<file path="src/rtl/bcd_time_entry_pkg.sv">
// Shared types and constants for the cook-timer keypad entry path.
package bcd_time_entry_pkg;

    localparam int unsigned BCD_W      = 4;
    localparam int unsigned NUM_DIGITS = 4;
    localparam logic [BCD_W-1:0] BCD_MAX = 4'd9;

    typedef enum logic [1:0] {
        IDLE,
        ENTRY,
        LOAD,
        RUN
    } state_e;

    typedef struct packed {
        logic [BCD_W-1:0] min_tens;
        logic [BCD_W-1:0] min_ones;
        logic [BCD_W-1:0] sec_tens;
        logic [BCD_W-1:0] sec_ones;
    } mmss_t;

endpackage

</file>
<file path="src/rtl/bcd_digit_shifter.sv">
// Four-digit MM:SS BCD entry buffer; new digits enter at seconds-ones and
// push older digits toward minutes-tens.
module bcd_digit_shifter
    import bcd_time_entry_pkg::*;
(
    input  logic             clk,
    input  logic             clrn,
    input  logic             shift_i,
    input  logic             clear_i,
    input  logic [BCD_W-1:0] din_i,
    output mmss_t            buf_o,
    output logic             all_zero_c
);

    mmss_t buf_q, buf_d;

    always_comb begin
        buf_d = buf_q;
        if (clear_i) begin
            buf_d = '0;
        end else if (shift_i) begin
            buf_d.min_tens = buf_q.min_ones;
            buf_d.min_ones = buf_q.sec_tens;
            buf_d.sec_tens = buf_q.sec_ones;
            buf_d.sec_ones = din_i;
        end
    end

    always_ff @(posedge clk or negedge clrn) begin
        if (!clrn) begin
            buf_q <= '0;
        end else begin
            buf_q <= buf_d;
        end
    end

    assign buf_o      = buf_q;
    assign all_zero_c = (buf_q == '0);

endmodule

</file>
<file path="src/rtl/bcd_time_entry.sv">
// Keypad-side writer for the BCD down-counter chain: collects MM:SS digits,
// validates on start, pulses the parallel load, then tracks the run to zero.
module bcd_time_entry
    import bcd_time_entry_pkg::*;
#(
    parameter int unsigned LOAD_CYCLES  = 1,
    parameter int unsigned MAX_SEC_TENS = 5
) (
    input  logic             clk,
    input  logic             clrn,
    input  logic             key_valid,
    input  logic [BCD_W-1:0] key_code,
    input  logic             key_clear,
    input  logic             key_start,
    input  logic             timer_zero,
    output logic [BCD_W-1:0] min_tens,
    output logic [BCD_W-1:0] min_ones,
    output logic [BCD_W-1:0] sec_tens,
    output logic [BCD_W-1:0] sec_ones,
    output logic             loadn,
    output logic             run_en,
    output logic [2:0]       digits,
    output logic             entry_err
);

    state_e     state_q, state_d;
    logic [2:0] cnt_q, cnt_d;
    logic [2:0] digits_q, digits_d;
    logic       loadn_q, loadn_d;
    logic       run_en_q, run_en_d;
    logic       err_q, err_d;
    logic       shift, clear;
    logic       all_zero;
    mmss_t      buf_val;

    bcd_digit_shifter u_shifter (
        .clk        (clk),
        .clrn       (clrn),
        .shift_i    (shift),
        .clear_i    (clear),
        .din_i      (key_code),
        .buf_o      (buf_val),
        .all_zero_c (all_zero)
    );

    always_ff @(posedge clk or negedge clrn) begin
        if (!clrn) begin
            state_q  <= IDLE;
            cnt_q    <= '0;
            digits_q <= '0;
            loadn_q  <= 1'b1;
            run_en_q <= 1'b0;
            err_q    <= 1'b0;
        end else begin
            state_q  <= state_d;
            cnt_q    <= cnt_d;
            digits_q <= digits_d;
            loadn_q  <= loadn_d;
            run_en_q <= run_en_d;
            err_q    <= err_d;
        end
    end

    always_comb begin
        state_d  = state_q;
        cnt_d    = cnt_q;
        digits_d = digits_q;
        loadn_d  = 1'b1;
        run_en_d = 1'b0;
        err_d    = 1'b0;
        shift    = 1'b0;
        clear    = 1'b0;
        case (state_q)
            IDLE, ENTRY: begin
                if (key_clear) begin
                    clear    = 1'b1;
                    digits_d = '0;
                    state_d  = IDLE;
                end else if (key_start) begin
                    if (state_q == IDLE || all_zero ||
                        buf_val.sec_tens > 4'(MAX_SEC_TENS)) begin
                        err_d = 1'b1;
                    end else begin
                        state_d = LOAD;
                        loadn_d = 1'b0;
                        cnt_d   = '0;
                    end
                end else if (key_valid) begin
                    if (key_code > BCD_MAX || digits_q == 3'(NUM_DIGITS)) begin
                        err_d = 1'b1;
                    end else begin
                        shift    = 1'b1;
                        digits_d = 3'(digits_q + 3'd1);
                        state_d  = ENTRY;
                    end
                end
            end
            LOAD: begin
                loadn_d = 1'b0;
                if (cnt_q == 3'(LOAD_CYCLES - 1)) begin
                    loadn_d = 1'b1;
                    state_d = RUN;
                end else begin
                    cnt_d = 3'(cnt_q + 3'd1);
                end
            end
            RUN: begin
                run_en_d = 1'b1;
                // Zero flag is only trusted once the chain has counted, masking the pre-load flag.
                if (key_clear || (run_en_q && timer_zero)) begin
                    run_en_d = 1'b0;
                    clear    = 1'b1;
                    digits_d = '0;
                    state_d  = IDLE;
                end else if (key_start) begin
                    err_d = 1'b1;
                end
            end
            default: state_d = IDLE;
        endcase
    end

    assign min_tens  = buf_val.min_tens;
    assign min_ones  = buf_val.min_ones;
    assign sec_tens  = buf_val.sec_tens;
    assign sec_ones  = buf_val.sec_ones;
    assign loadn     = loadn_q;
    assign run_en    = run_en_q;
    assign digits    = digits_q;
    assign entry_err = err_q;

endmodule

</file>
<file path="config.mk">
export PLATFORM = sky130hd
export DESIGN_NAME = bcd_time_entry
export DESIGN_NICKNAME = d
export VERILOG_FILES = /design/src/rtl/bcd_time_entry_pkg.sv /design/src/rtl/bcd_digit_shifter.sv /design/src/rtl/bcd_time_entry.sv
export SDC_FILE = /design/constraint.sdc
export NUM_CORES = 1
export LEC_CHECK = 0
export CELL_PAD_IN_SITES_DETAIL_PLACEMENT = 1
export CELL_PAD_IN_SITES_GLOBAL_PLACEMENT = 1
export CORE_UTILIZATION = 33
export DETAILED_ROUTE_END_ITERATION = 7
export GPL_TIMING_DRIVEN = 0
export PLACE_DENSITY_LB_ADDON = 0.1
export SYNTH_ARGS = -nofsm -noshare
export SYNTH_HDL_FRONTEND = slang
export SYNTH_SLANG_ARGS = --single-unit
</file>
<file path="constraint.sdc">
create_clock -name clk -period 1.9 [get_ports clk]
set_clock_uncertainty 0.1 [all_clocks]
set_input_delay 0.38 -clock clk [delete_from_list [all_inputs] [get_ports clk]]
set_output_delay 0.38 -clock clk [all_outputs]
set_load 0.02 [all_outputs]
</file>
==> results.yml <==
clocking:
  insertion_delay_ns: 0.27
  clock_path_buffers: 2
  root_buffer: "clkbuf_8"
  htreeDepth: 1
  holdBufCountCts: 0
  cts_tree: "done"
  cts_buffers: 3
  clock_sinks: 27
  clkTransAtPathRegs_ns: 0.10
sta:
  slew_headroom_pct: 19.7
  slew_viol_final: 0
  tightest_slew_ns: 1.20
  final_hold_viol_count: 0
  period_needed_ns: 1.88
  fmax_ghz: 0.532
  final.period_utilization_pct: 99.0
  finalSetupViolCount: 0
  rsz0062_at_grt: "yes"
  setup_slack_ns: 0.0188
die:
  dieHeight_um: 63.1
  start_util_pct: 35.6
  io_pins: 32
  coreArea_um2: 3470
  die_width_um: 63.1
  rows: 21
  die_area_um2: 3990
synth:
  syn_nets: 119
  ys_warn_count: 0
  synth_compound_area_share_pct: 18.4
  synthCells: 105
  synthAdderAreaFrac_pct: 4.06
  synth_xor_area_share_pct: 0
  synth_cell_types: 29
  ys_ff_latch: 27
  synth_top_family_by_area: "compound AO/OA/AOI/OAI gates"
  seq_area_frac_synth_pct: 54.9
  avgSynthCellArea_um2: 11.7
  synthMuxAreaShare_pct: 4.26
  synth_area_um2: 1230
  synth_simple_gate_area_share_pct: 13.9
detailed_routing:
  firstDrtPassIters: 4
  drc_errors: 0
  initialDrtViolationCount: 15
  via_per_inst: 5.18
  vias: 994
  wl_per_cell_um: 16.5
  ant_nets: 0
  routed_wl_mm: 3.16
grt:
  grt_max_degree: 28
  grt_pass1_vias: 1051
  grt_use_total_pct: 17.0
  antenna_found_initial: 0
  grt_overflow: 0
  grt_pass1_wl_mm: 5.25
finish:
  post-route-util_pct: 49.8
  mostFrequentLayoutCell: "dfrtp_1"
  antenna_cells: 0
  final_cell_mix: "25 x dfrtp_1, 24 x clkdlybuf4s50_1, 15 x a22o_1"
  drive_gt1_share_pct: 15.1
  final_cells: 192
  multi_input_area_um2: 513
  final-seq-area_um2: 678
  area_growth_pct: 40.1
  n_fill_cell: 381
  finalNetCount: 161
critical_path:
  crit_path_end_kind: "register"
  crit_path_start_kind: "register"
  crit_type: "register to register"
  path_max_fanout: 6
  worst_ep_arrival_time_ns: 1.94
  cp.required_ns: 1.96
place:
  gp_congestion: 0.766
  dp_worst_setup_slack_ns: -0.501
  hpwl_mm: 2.21
  portBuffers: 31
  dp.cells: 182
power:
  power-per-cell-area_nw_per_um2: 888
  irDropWorstVdd_mv: 0.376
  fin_total_pwr_mw: 1.53
  p_leak_nw: 0.831
flow_run:
  drv_cap: 0
min_path:
  hold_path.class: "input pin to async pin"
run_status:
  outcome: "completed"
per-layer routing:
layer | GRT usage, % | share of wire [%]
met5 | 0 | 0
met4 | 5.23 | 0.70
met3 | 1.81 | 3.4
met2 | 29.8 | 50
met1 | 21.8 | 46
report_power, final:
part	internal [mW]	total, mW	leakage [nW]	switching (mW)
combinational	0.235	0.488	0.445	0.253
clock	0.149	0.331	0.0217	0.183
sequential	0.655	0.715	0.364	0.0595
total	1.04	1.53	0.831	0.495
worst paths after layout:
path                                  from                 end  slack, ns  depth (start not counted)
worst max-delay path            state_q[1]  u_shifter.buf_o[2]       0.02                          6
worst min-delay path                  clrn  u_shifter.buf_o[6]       0.25                          1
worst max register to register  state_q[1]  u_shifter.buf_o[2]       0.02                          6
worst min register to register   digits[2]           digits[2]       0.42                          1
max in group asynchronous             clrn          state_q[1]       0.66                          1
min in group clk                 digits[2]           digits[2]       0.42                          1
cells in the mapped netlist:
master	n	area [µm²]
a211o_1	2	17.5
a211oi_1	1	7.51
a21o_1	1	7.51
a21oi_1	2	10.0
a22o_1	15	131
a31oi_1	1	6.26
and3_1	1	6.26
and3b_1	1	8.76
and4_1	1	8.76
buf_4	2	15.0
buf_6	2	22.5
dfrtp_1	26	651
dfstp_2	1	26.3
ha_1	4	50.1
inv_1	5	18.8
mux2_2	2	22.5
mux2i_1	3	30.0
nand2_1	8	30.0
nand2b_1	2	12.5
nor2_1	6	22.5
nor2_4	1	11.3
nor2b_1	5	31.3
nor3_1	1	5.00
nor4_1	4	25.0
o21ai_0	4	20.0
o21ba_2	1	10.0
o311ai_0	1	8.76
o31ai_1	1	7.51
or4b_1	1	10.0
kinds of logic after synthesis:
kind of cell             count (synthesis)
buffers and inverters                    9
AND/OR/NAND/NOR                         31
multiplexers                             5
flip-flops                              27
AO/OA/AOI/OAI                           29
adder cells (fa/ha/maj)                  4
cell type report:
| class | count | area share (%) |
|---|---|---|
| inverter | 5 | 1.09 |
| buffer | 4 | 2.61 |
| clock buffer | 3 | 2.39 |
| clock inverter | 1 | 0.434 |
| timing repair buffer | 37 | 21.2 |
| multi-input combinational | 69 | 29.7 |
| sequential | 27 | 39.2 |
| tap | 46 | 3.33 |
registers in the layout (all words and copies together), names as in the netlist:
register	flops
entry_err	1
loadn	1
digits	3
state_q	2
run_en	1
u_shifter.buf_o	16
cnt_q	3
through the flow:
step	area, µm²	TNS (ns)	hold slack [ns]
after floorplan	1230	0	-0.0156
after global placement	1600	-9.75	0.385
after detailed placement	1600	-11.10	0.401
after CTS	1710	0	0.418
after global routing	1730	-0.0664	0.348
final	1730	0	0.250
critical path, stage by stage (launching register included):
cell,delay (ns)
dfrtp_2,0.43
or4b_4,0.48
and3b_1,0.24
buf_6,0.13
nor2_4,0.06
buf_6,0.15
a22o_1,0.19
repair_timing:
action	CTS	global route
pin swaps	3	1
cloned	1	0
gates resized for setup	10	7
buffers inserted	5	0
endpoints found under the setup margin	20	22
No activity file was read; power rests on OpenSTA's default activity.
